`config.mk`:
```
export PLATFORM = sky130hd
export DESIGN_NAME = uart_loop_fifo_flat
export DESIGN_NICKNAME = d
export VERILOG_FILES = /design/src/rtl/uart_loop_fifo_if.sv /design/src/rtl/uart_loop_fifo.sv /design/src/flat_wrapper.sv
export SDC_FILE = /design/constraint.sdc
export NUM_CORES = 1
export LEC_CHECK = 0
export BUFFER_PORTS_ARGS = -buffer_cell sky130_fd_sc_hd__buf_2
export CORE_MARGIN = 8
export CORE_UTILIZATION = 50
export CTS_CLUSTER_SIZE = 8
export DETAILED_ROUTE_END_ITERATION = 6
export PLACE_DENSITY = 0.67
export SLEW_MARGIN = 20
export SYNTH_ARGS = -nofsm -noshare
export SYNTH_HDL_FRONTEND = slang
export SYNTH_SLANG_ARGS = --single-unit
```
`constraint.sdc`:
```
create_clock -name clk -period 7.36 [get_ports clk]
set_clock_uncertainty 0.2 [all_clocks]
set_input_delay 1.472 -clock clk [delete_from_list [all_inputs] [get_ports clk]]
set_output_delay 1.472 -clock clk [all_outputs]
set_load 0.005 [all_outputs]
```
`src/rtl/uart_loop_fifo_if.sv`:
```
// uart_loop_fifo_if
// Groups the receive strobe/data, transmitter handshake and FIFO status
// signals of the UART loopback FIFO.
//   slave  : the loopback block (consumes receive/tx_busy, drives send/status)
//   master : the environment (drives receive/tx_busy, observes send/status)
// Signals:
//   recv_done  receiver byte-done strobe (rising edge = new byte)
//   recv_data  received byte, valid while recv_done is high
//   tx_busy    transmitter busy while a frame is on the line
//   send_en    one-cycle transmit request
//   send_data  byte to transmit
//   fifo_count number of stored bytes (0..2^DEPTH_LOG2)
//   fifo_empty high when no bytes are stored
//   overflow   sticky: a byte was dropped because the FIFO was full
interface uart_loop_fifo_if #(
    parameter int DEPTH_LOG2 = 4
);
    logic                  recv_done;
    logic [7:0]            recv_data;
    logic                  tx_busy;
    logic                  send_en;
    logic [7:0]            send_data;
    logic [DEPTH_LOG2:0]   fifo_count;
    logic                  fifo_empty;
    logic                  overflow;

    modport slave (
        input  recv_done,
        input  recv_data,
        input  tx_busy,
        output send_en,
        output send_data,
        output fifo_count,
        output fifo_empty,
        output overflow
    );

    modport master (
        output recv_done,
        output recv_data,
        output tx_busy,
        input  send_en,
        input  send_data,
        input  fifo_count,
        input  fifo_empty,
        input  overflow
    );
endinterface

```
`src/rtl/uart_loop_fifo.sv`:
```
// uart_loop_fifo
// Buffers bytes arriving from a UART receiver in a 2^DEPTH_LOG2-entry FIFO
// and feeds them one at a time to a UART transmitter.
// Ports:
//   clk      system clock, all logic on its rising edge
//   sys_rst  synchronous active-high reset
//   bus      uart_loop_fifo_if.slave (receive strobe/data, tx handshake,
//            FIFO status)
// Parameters:
//   DEPTH_LOG2    log2 of FIFO depth
//   BUSY_TIMEOUT  cycles to wait for tx_busy to rise after a launch before
//                 treating the byte as sent
module uart_loop_fifo #(
    parameter int DEPTH_LOG2   = 4,
    parameter int BUSY_TIMEOUT = 8
) (
    input  logic            clk,
    input  logic            sys_rst,
    uart_loop_fifo_if.slave bus
);

    localparam int DEPTH = 1 << DEPTH_LOG2;
    localparam int TW    = (BUSY_TIMEOUT > 1) ? $clog2(BUSY_TIMEOUT) : 1;
    localparam logic [DEPTH_LOG2:0] FULL_CNT = (DEPTH_LOG2 + 1)'(DEPTH);
    localparam logic [TW-1:0]       TMO_LAST = TW'(BUSY_TIMEOUT - 1);

    typedef enum logic [1:0] {
        IDLE      = 2'd0,
        LAUNCH    = 2'd1,
        WAIT_BUSY = 2'd2,
        WAIT_DONE = 2'd3
    } state_t;

    state_t                state_q;
    logic [TW-1:0]         timer_q;
    logic [7:0]            send_data_q;
    logic [7:0]            mem_q [DEPTH];
    logic                  recv_done_q;
    logic [DEPTH_LOG2-1:0] wr_ptr_q, wr_ptr_d;
    logic [DEPTH_LOG2-1:0] rd_ptr_q, rd_ptr_d;
    logic [DEPTH_LOG2:0]   count_q, count_d;
    logic                  empty_q;
    logic                  overflow_q, overflow_d;

    logic push_s;
    logic pop_s;
    logic full_s;
    logic accept_s;

    assign push_s   = bus.recv_done & ~recv_done_q;
    assign full_s   = (count_q == FULL_CNT);
    assign pop_s    = (state_q == IDLE) && (count_q != '0) && !bus.tx_busy;
    // A pop in the same cycle frees a slot, so a push at full still lands.
    assign accept_s = push_s && (!full_s || pop_s);

    // FIFO pointer, occupancy and overflow next-state
    always_comb begin
        wr_ptr_d   = wr_ptr_q;
        rd_ptr_d   = rd_ptr_q;
        count_d    = count_q;
        overflow_d = overflow_q;
        if (accept_s) begin
            wr_ptr_d = wr_ptr_q + 1'b1;
        end else begin
            wr_ptr_d = wr_ptr_q;
        end
        if (pop_s) begin
            rd_ptr_d = rd_ptr_q + 1'b1;
        end else begin
            rd_ptr_d = rd_ptr_q;
        end
        case ({accept_s, pop_s})
            2'b10:   count_d = count_q + 1'b1;
            2'b01:   count_d = count_q - 1'b1;
            default: count_d = count_q;
        endcase
        if (push_s && !accept_s) begin
            overflow_d = 1'b1;
        end else begin
            overflow_d = overflow_q;
        end
    end

    // FIFO control registers and recv_done history
    always_ff @(posedge clk) begin
        if (sys_rst) begin
            recv_done_q <= 1'b0;
            wr_ptr_q    <= '0;
            rd_ptr_q    <= '0;
            count_q     <= '0;
            empty_q     <= 1'b1;
            overflow_q  <= 1'b0;
        end else begin
            recv_done_q <= bus.recv_done;
            wr_ptr_q    <= wr_ptr_d;
            rd_ptr_q    <= rd_ptr_d;
            count_q     <= count_d;
            empty_q     <= (count_d == '0);
            overflow_q  <= overflow_d;
        end
    end

    // FIFO storage; contents need no reset since the pointers gate validity
    always_ff @(posedge clk) begin
        if (accept_s && !sys_rst) begin
            mem_q[wr_ptr_q] <= bus.recv_data;
        end
    end

    // Send FSM: pop, one-cycle launch, wait for busy to rise, wait for done
    always_ff @(posedge clk) begin
        if (sys_rst) begin
            state_q     <= IDLE;
            timer_q     <= '0;
            send_data_q <= 8'h00;
        end else begin
            case (state_q)
                IDLE: begin
                    if (pop_s) begin
                        send_data_q <= mem_q[rd_ptr_q];
                        state_q     <= LAUNCH;
                    end else begin
                        state_q     <= IDLE;
                    end
                end
                LAUNCH: begin
                    timer_q <= '0;
                    state_q <= WAIT_BUSY;
                end
                WAIT_BUSY: begin
                    if (bus.tx_busy) begin
                        state_q <= WAIT_DONE;
                    end else if (timer_q == TMO_LAST) begin
                        // Transmitter never acknowledged; drop it as sent.
                        state_q <= IDLE;
                    end else begin
                        timer_q <= timer_q + 1'b1;
                    end
                end
                WAIT_DONE: begin
                    if (!bus.tx_busy) begin
                        state_q <= IDLE;
                    end else begin
                        state_q <= WAIT_DONE;
                    end
                end
                default: begin
                    state_q <= IDLE;
                end
            endcase
        end
    end

    assign bus.send_en    = (state_q == LAUNCH);
    assign bus.send_data  = send_data_q;
    assign bus.fifo_count = count_q;
    assign bus.fifo_empty = empty_q;
    assign bus.overflow   = overflow_q;

endmodule

```
`src/flat_wrapper.sv`:
```
// flat-port wrapper written by rule: the top's interface ports become plain ports
module uart_loop_fifo_flat 
#(
    parameter int DEPTH_LOG2   = 4,
    parameter int BUSY_TIMEOUT = 8
)
  (clk, sys_rst, bus_recv_done, bus_recv_data, bus_tx_busy, bus_send_en, bus_send_data, bus_fifo_count, bus_fifo_empty, bus_overflow);
  uart_loop_fifo_if #(.DEPTH_LOG2(DEPTH_LOG2)) bus_i ();
  input  logic clk;
  input  logic sys_rst;
  input wire logic [$bits(bus_i.recv_done)-1:0] bus_recv_done;
  input wire logic [$bits(bus_i.recv_data)-1:0] bus_recv_data;
  input wire logic [$bits(bus_i.tx_busy)-1:0] bus_tx_busy;
  output wire logic [$bits(bus_i.send_en)-1:0] bus_send_en;
  output wire logic [$bits(bus_i.send_data)-1:0] bus_send_data;
  output wire logic [$bits(bus_i.fifo_count)-1:0] bus_fifo_count;
  output wire logic [$bits(bus_i.fifo_empty)-1:0] bus_fifo_empty;
  output wire logic [$bits(bus_i.overflow)-1:0] bus_overflow;
  assign bus_i.recv_done = bus_recv_done;
  assign bus_i.recv_data = bus_recv_data;
  assign bus_i.tx_busy = bus_tx_busy;
  assign bus_send_en = bus_i.send_en;
  assign bus_send_data = bus_i.send_data;
  assign bus_fifo_count = bus_i.fifo_count;
  assign bus_fifo_empty = bus_i.fifo_empty;
  assign bus_overflow = bus_i.overflow;
  uart_loop_fifo #(.DEPTH_LOG2(DEPTH_LOG2), .BUSY_TIMEOUT(BUSY_TIMEOUT)) u_core (.clk(clk), .sys_rst(sys_rst), .bus(bus_i));
endmodule
```
Word-level counts from Yosys, hierarchy flattened
Memories as Yosys holds them, arrays and structs flattened. A register that Yosys moved wholly into a read port is not among the register bits.
Index checks and enable logic that the tools add are counted.

storage, ports and cells
  output and inout port bits = 16
  word-level logic and storage cells = 53
  RAM bits = 128
  bits in registers = 21
  memories kept = 1
  input bits = 12

memories
  memory        depth  width  rd ports  clocked after Yosys merged registers in  write ports  RTL line              text
  u_core.mem_q  16     8      1         1                                        1            uart_loop_fifo.sv:37  logic [7:0] mem_q [DEPTH];

cells by class
  $add $sub $neg = 5
  muxes and demuxes = 11
  reduce and logical (&&, ||, !) cells = 16
  equality and inequality tests = 10
  bitwise gates (word level) = 2

operators with widths
  operator                                                                 number
  5-bit one-hot mux with 2 select lines                                    1
  4-bit by 1-bit adder with 4-bit output, second input constant            2
  2-bit one-hot mux with 4 select lines                                    1
  2-bit equality test, second input constant                               3
  2-bit two-way mux                                                        3
  3-bit two-way mux                                                        2
  3-bit one-hot mux with 2 select lines                                    1
  5-bit by 1-bit adder with 5-bit output, second input constant            1
  5-bit equality test, second input constant                               1
  1-bit logical AND                                                        5
  5-bit logical NOT                                                        1
  5-bit nonzero test                                                       1
  5-bit by 1-bit subtractor with 5-bit output, second input constant       1
  2-bit by 1-bit equality test with 1-bit output, second input constant    2
  1-bit logical NOT                                                        4
  2-bit inequality test, second input constant                             2
  3-bit by 1-bit adder with 3-bit output, second input constant            1
  3-bit equality test, second input constant                               1
  1-bit two-way mux                                                        3
  3-bit by 2-bit inequality test with 1-bit output, second input constant  1
  3-bit AND reduction                                                      1
  2-bit logical NOT                                                        1
  2-bit AND reduction                                                      1
  2-bit nonzero test                                                       1
  3 further kinds                                                          3

Depth between registers and ports, before layout
Gate-level depths: netlist (run 1).

  depth in word-level cells = 8
  depth in mapped cells = 9
  depth with buffers taken out = 9

Least setup slack after synthesis (run 1)
Ideal clock, no wire load.

  path type = input -> register
  start = input bus_tx_busy
  end = register u_core.empty_q (netlist: u_core.bus.fifo_empty)
  arrival = 3,821 ps
  path buffers = 0
  required time = 7,089 ps
  setup time = 71 ps
  path slack = 3,269 ps
  stages = 9
  cell sequence = nor3_1 > nand2_1 > a21oi_1 > fa_1 > or3b_1 > or4b_1 > a22oi_1 > o22ai_1 > o21bai_1

on the way
  cells in the longest elaborated chain, start to end = 7
  elaborated cells on any way between the ends = 8
  those cells by class = eq/ne (2); mux (1); reduce/logical (5)

ends and longest elaborated chain
  what                                                                                   RTL line              text
  start: declaration                                                                     flat_wrapper.sv:13    input wire logic [$bits(bus_i.tx_busy)-1:0] bus_tx_busy;
  1-bit logical NOT *                                                                    uart_loop_fifo.sv:52  assign pop_s = (state_q == IDLE) && (count_q != '0) && !bus.tx_busy;
  1-bit logical AND *                                                                    uart_loop_fifo.sv:52
  1-bit logical OR                                                                       uart_loop_fifo.sv:54  assign accept_s = push_s && (!full_s || pop_s);
  1-bit logical AND                                                                      uart_loop_fifo.sv:54
  2-bit by 1-bit equality test with 1-bit output or 2-bit equality test (tied branches)  uart_loop_fifo.sv:72  case ({accept_s, pop_s})
  5-bit one-hot mux with 2 select lines *                                                uart_loop_fifo.sv:72
  5-bit logical NOT *                                                                    uart_loop_fifo.sv:98  empty_q <= (count_d == '0);
  end signal: assignment                                                                 uart_loop_fifo.sv:98
  end: declaration                                                                       uart_loop_fifo.sv:42  logic empty_q;

Mark *: on every way between the ends. The rest lies on a longest branch, timed or not.
A chain may end at the register's enable or synchronous reset.

Worst setup path in the final report (run 1)
Ends and elaborated chain as after synthesis.

==> results.json, run 1 <==
{
  "outcome": "finished clean",
  "synthSimpleGateAreaFrac_pct": 6.60,
  "cp.required_ns": 7.51,
  "leakagePower_uw": 0.00244,
  "root_buffer": "clkbuf_16",
  "relSlewSlack_pct": 38.4,
  "antenna_found_initial": 0,
  "synth_top_family_by_area": "multiplexers",
  "power_frac_comb_pct": 19.6,
  "cp_max_fo": 6,
  "preCtsSetupSlack_ns": 2.86,
  "start_util_pct": 50.7,
  "rsz0062_at_grt": "false",
  "die_y_um": 129,
  "cts_buffers": 17,
  "worst_slew_pin_slew_ns": 0.921,
  "finalCriticalPeriod_ns": 4.13,
  "ys_types": 44,
  "post-route-period-util_pct": 56.1,
  "dp.cells": 566,
  "clkSinkCount": 157,
  "whs_ns": 0.278,
  "clock_power_share_pct": 37.3,
  "diodes": 0,
  "synth-seq-cells": 157,
  "routabilityCongestion": 0.772,
  "postRouteAntennaNets": 0,
  "synthToLayoutAreaGrowth_pct": 14.6,
  "synth_fa_ha_area_share_pct": 2.29,
  "clockBufferDepth": 2,
  "reg2reg_from": "u_core.state_q[1]",
  "synthMuxAreaShare_pct": 11.8,
  "clkTransAtPathRegs_ns": 0.06,
  "grt_pass1_vias": 3571,
  "wl_per_cell_um": 21.2,
  "fin_cells": 597,
  "yosysWarnings": 0,
  "synth-xor-area-share_pct": 1.38,
  "netlist_area_um2": 6350,
  "dp.final_hpwl_um": 7940,
  "max_cap_violations": 0,
  "die_x_um": 129,
  "fp-row-count": 41,
  "core_um2": 12500,
  "fmax_ghz": 0.242,
  "setup_ws_ns": 3.23,
  "switching_share_pct": 27.0,
  "p_int_uw": 1780,
  "dr.first_iter.drc_count": 214,
  "grt_max_degree": 36,
  "ctsHoldBuffers": 0,
  "setup-violations-final": 0,
  "tns_ns": 0,
  "crit_arrival_ns": 4.28,
  "synth-compound-area-share_pct": 6.68,
  "hp-start": "u_core.bus.overflow",
  "regArea_um2": 4430,
  "num_io_pins": 28,
  "drt_pre_antenna_iters": 4,
  "grt_overflow_total": 0,
  "vias": 3423,
  "insertion_delay_ns": 0.42,
  "start_kind": "input port",
  "io_buffer_count": 27,
  "hold_path.class": "flip-flop to flip-flop",
  "seq_power_share_pct": 43.1,
  "grt_pass1_wl_um": 19600,
  "post-cts-setup-buffer-count": 0,
  "avgSynthCellArea_um2": 16.6,
  "cp-startpoint": "bus_tx_busy",
  "cellPowerDensity_nw_per_um2": 335,
  "routed_via_density": 5.73,
  "drc": 0,
  "synth_seq_area_share_pct": 69.7,
  "num-fill-cells": 980,
  "maxSlewViolCount": 0,
  "switching_power_uw": 659,
  "dieArea_um2": 16600,
  "syn_inst": 383,
  "synth_nets": 406,
  "synthArstFlopShare_pct": 0,
  "layout-drive-gt1-share_pct": 23.8,
  "wirelength_um": 12700,
  "grt_usage_pct": 16.3,
  "multi_input_area_um2": 1840,
  "cts_resized": 0,
  "synth_edf_count": 128,
  "cts_tree": "done",
  "crit_path_end_kind": "flip-flop",
  "synth_top_flop_cell": "edfxtp_1",
  "timing_worst_setup_path_type": "input port to flip-flop",
  "htreeDepth": 4,
  "hold_violations": 0,
  "max-vdd-ir-drop_mv": 0.240,
  "finalNetCount": 436
}
## cell usage in the layout (no fill, tap or decap), types with 2 or more instances in the layout
| cell | n |
|---|---|
| edfxtp_1 | 128 |
| nor2_1 | 39 |
| mux4_2 | 32 |
| dfxtp_1 | 28 |
| buf_2 | 27 |
| a21oi_1 | 26 |
| a22oi_1 | 17 |
| clkbuf_16 | 17 |
| nand2_1 | 14 |
| ha_1 | 10 |
| nor3_1 | 6 |
| xnor2_1 | 6 |
| nor2b_1 | 6 |
| nand2b_1 | 5 |
| inv_1 | 4 |
| xor2_1 | 4 |
| bufinv_16 | 4 |
| buf_4 | 4 |
| nand3_1 | 3 |
| a21o_1 | 3 |
| clkinv_4 | 3 |
| nor3_2 | 2 |
| o21ai_0 | 2 |
| mux2i_1 | 2 |
| a211oi_1 | 2 |
| nand4_1 | 2 |
| inv_6 | 2 |
| clkinvlp_4 | 2 |
| clkinv_1 | 2 |
## area by class of cell
cell class	count	share of cell area, %
sequential	157	60.8
multi-input combinational	202	25.3
clock buffer	17	5.85
tap	172	2.96
clock inverter	14	2.63
timing repair buffer	31	2.27
inverter	4	0.206
## cells in the mapped netlist (2+ instances only)
library cell | instances | area, um^2
o21ai_0 | 2 | 10.0
a22oi_1 | 17 | 128
buf_2 | 6 | 30.0
xor2_1 | 4 | 35.0
mux4_2 | 32 | 721
a21o_1 | 3 | 22.5
nor2_1 | 39 | 146
buf_1 | 5 | 18.8
a21oi_1 | 26 | 130
clkbuf_1 | 9 | 33.8
inv_1 | 4 | 15.0
nor2b_1 | 6 | 37.5
a211oi_1 | 2 | 15.0
nand2_1 | 14 | 52.6
dfxtp_1 | 29 | 581
xnor2_1 | 6 | 52.6
nor3_1 | 8 | 40.0
mux2i_1 | 2 | 20.0
edfxtp_1 | 128 | 3840
nand3_1 | 3 | 15.0
nand2b_1 | 5 | 31.3
nand4_1 | 2 | 12.5
ha_1 | 10 | 125
## kinds of logic after synthesis
logic type,count (synthesis)
flip-flops,157
AND/OR/NAND/NOR,86
AO/OA/AOI/OAI,60
multiplexers,35
buffers and inverters,24
adder cells (fa/ha/maj),11
XOR/XNOR,10
## final timing paths
| kind | cells past startpoint | endpoint | slack (ns) |
|---|---|---|---|
| worst max-delay path | 10 | u_core.bus.fifo_empty | 3.23 |
| worst min-delay path | 2 | u_core.bus.overflow | 0.28 |
| worst max register to register | 9 | u_core.bus.fifo_empty | 3.99 |
| worst min register to register | 2 | u_core.bus.overflow | 0.28 |
## per-layer routing
metal / wire, um / vias up / share of wire [%] / global-route usage [%]
li1: - / 1562 / - / -
met1: 5050 / 1751 / 40 / 18.4
met2: 6680 / 95 / 53 / 28.1
met3: 766 / 15 / 6.0 / 4.39
met4: 161 / 0 / 1.3 / 8.09
met5: 0 / - / 0 / 0
## per-stage QoR
| step | cell area, um^2 | total power [uW] | util (%) |
|---|---|---|---|
| global placement | 6650 | 1530 | 53.1 |
| detailed placement | 6650 | 1550 | 53.1 |
| CTS | 7270 | 2460 | 58.0 |
| floorplan | 6350 | 1410 | - |
| global route | 7280 | 2540 | 58.1 |
| finish | 7280 | 2440 | 58.1 |
## power by group through the flow
stage	Combinational, uW	Sequential, uW	Clock, uW
finish	479	1050	909
global route	523	1060	957
CTS	482	1050	924
detailed placement	478	1070	0
global placement	464	1060	0
floorplan	353	1060	0
## critical path, stage by stage
cell and delay [ns]:
buf_2 0.13, nor3_1 0.34, nand2_1 0.17, a21oi_1 0.34, fa_1 0.53, or3b_1 0.38, or4b_1 0.50, a22oi_1 0.18
o22ai_1 0.10, o21bai_1 0.14
## state kept, by name (all words and copies together), names as in the netlist
name / flops
u_core.bus.fifo_empty: 1
u_core.wr_ptr_q: 4
u_core.recv_done_q: 1
u_core.timer_q: 3
u_core.mem_q: 128
u_core.bus.overflow: 1
u_core.bus.send_data: 8
u_core.rd_ptr_q: 4
u_core.state_q: 2
u_core.bus.fifo_count: 5
Power figures use the tool's default switching activity.
==> run 2, diff against run 1 <==
- PLACE_DENSITY: 0.67 -> 0.69
- clock period: 7.36 -> 3.5 ns (I/O delays scaled with it)
==> results.json, run 2 (synthesized netlist as in run 1, its figures left out) <==
{
  "outcome": "finished clean",
  "routed_via_density": 5.61,
  "hold_violations": 0,
  "dr.first_iter.drc_count": 233,
  "antenna_found_initial": 0,
  "cts_tree": "done",
  "leakagePower_uw": 0.00251,
  "fin_cells": 621,
  "crit_slowest_cell": "or4b_1",
  "maxSlewViolCount": 0,
  "crit_family": "simple AND/OR/NAND/NOR gates",
  "use_met3_pct": 4.59,
  "fin_area_um2": 7360,
  "finalPower_uw": 4930,
  "root_buffer": "clkbuf_16",
  "htreeDepth": 4,
  "dp.final_hpwl_um": 8310,
  "die_y_um": 129,
  "grt_max_degree": 36,
  "grt_overflow_total": 0,
  "start_util_pct": 50.7,
  "drc": 0,
  "max-vdd-ir-drop_mv": 0.488,
  "setup-violations-final": 0,
  "critical_path.max_stage_delay_ns": 0.50,
  "tns_ns": 0,
  "postRouteAntennaNets": 0,
  "post-cts-setup-buffer-count": 0,
  "diodes": 0,
  "vias": 3484,
  "finalNetCount": 459,
  "final_common_cell": "edfxtp_1",
  "largest-register": "u_core.mem_q",
  "final_core_util_pct": 58.8,
  "timing.critical_path.buf_inv": 1,
  "ctsHoldBuffers": 0,
  "cts_resized": 0,
  "worst_slew_pin_slew_ns": 0.771,
  "wl_per_cell_um": 20.0,
  "num_io_pins": 28,
  "dieArea_um2": 16600,
  "crit_arrival_ns": 3.12,
  "clockBufferDepth": 2,
  "cp.required_ns": 3.65,
  "cp_max_fo": 6,
  "dp.cells": 589,
  "met2_usage_pct": 26.3,
  "routabilityCongestion": 0.786,
  "cts_buffers": 17,
  "synthToLayoutAreaGrowth_pct": 15.9,
  "die_x_um": 129,
  "core_um2": 12500,
  "layout-drive-gt1-share_pct": 26.5,
  "wirelength_um": 12400,
  "most-common-layout-cells": "128 x edfxtp_1, 39 x nor2_1, 32 x mux4_2",
  "clkSinkCount": 157,
  "crit_chain": "buf_2, nor3_1, nand2_1, a21oi_1, fa_1, or3b_1, or4b_1, a22oi_1, o22ai_1, o21bai_1",
  "post-route-period-util_pct": 84.9,
  "start_kind": "input port",
  "insertion_delay_ns": 0.42,
  "busiest_layer": "met2",
  "placed_area_um2": 6820,
  "timing_worst_setup_path_type": "input port to flip-flop",
  "max_cap_violations": 0,
  "drt_pre_antenna_iters": 4,
  "hold_path.class": "flip-flop to flip-flop",
  "cellPowerDensity_nw_per_um2": 670,
  "fp-row-count": 41,
  "relSlewSlack_pct": 48.6,
  "grt_pass1_wl_um": 19700,
  "grt_usage_pct": 16.1,
  "grt_pass1_vias": 3572,
  "rsz0062_at_grt": "false",
  "num-fill-cells": 984,
  "io_buffer_count": 27,
  "largest_register_ffs": 128,
  "fmax_ghz": 0.336,
  "crit_path_end_kind": "flip-flop",
  "grtUsageMet1_pct": 20.4,
  "clkTransAtPathRegs_ns": 0.06,
  "finalCriticalPeriod_ns": 2.97
}
==> run 2: cell type report <==
cell class / count / area [um^2] / area share (%)
Clock buffer: 22 / 444 / 6.03
Tap cell: 172 / 215 / 2.92
Multi-Input combinational cell: 202 / 1830 / 24.8
Sequential cell: 157 / 4430 / 60.1
Inverter: 4 / 15.0 / 0.204
Clock inverter: 10 / 95.1 / 1.29
Timing Repair Buffer: 54 / 338 / 4.59
==> run 2: final timing paths <==
check,end,slack (ns),start,cells after the start
worst min-delay path,u_core.bus.overflow,0.27,u_core.bus.overflow,2
worst min register to register,u_core.bus.overflow,0.27,u_core.bus.overflow,2
worst max register to register,u_core.bus.fifo_empty,0.53,u_core.state_q[1],9
worst max-delay path,u_core.bus.fifo_empty,0.53,bus_tx_busy,10
==> run 2: metrics by stage <==
stage                     setup WS, ns  hold WS (ns)
final                            0.527         0.273
after global routing             0.303         0.313
after CTS                        0.514         0.274
after detailed placement        0.0932         0.258
after global placement           0.160         0.249
after floorplan                  0.181         0.252
==> run 2: worst reg2reg max path: stages (launching register included) <==
cell and delay (ns):
dfxtp_1 0.35, nor3_1 0.27, nand2_1 0.12, a21oi_1 0.21
fa_1 0.49, or3b_1 0.37, or4b_1 0.50, a22oi_1 0.19
o22ai_1 0.10, o21bai_1 0.12
==> run 2: layer usage <==
layer | up-vias | wire length, um
li1 | 1609 | -
met5 | - | 0
met4 | 0 | 129
met2 | 87 | 6240
met3 | 13 | 726
met1 | 1775 | 5350
==> run 2: report_power, final <==
group	leakage [uW]	internal, uW	switching (uW)	total (uW)
logic	0.000868	486	541	1030
clock network	0.000248	977	700	1680
registers	0.00139	2110	113	2230
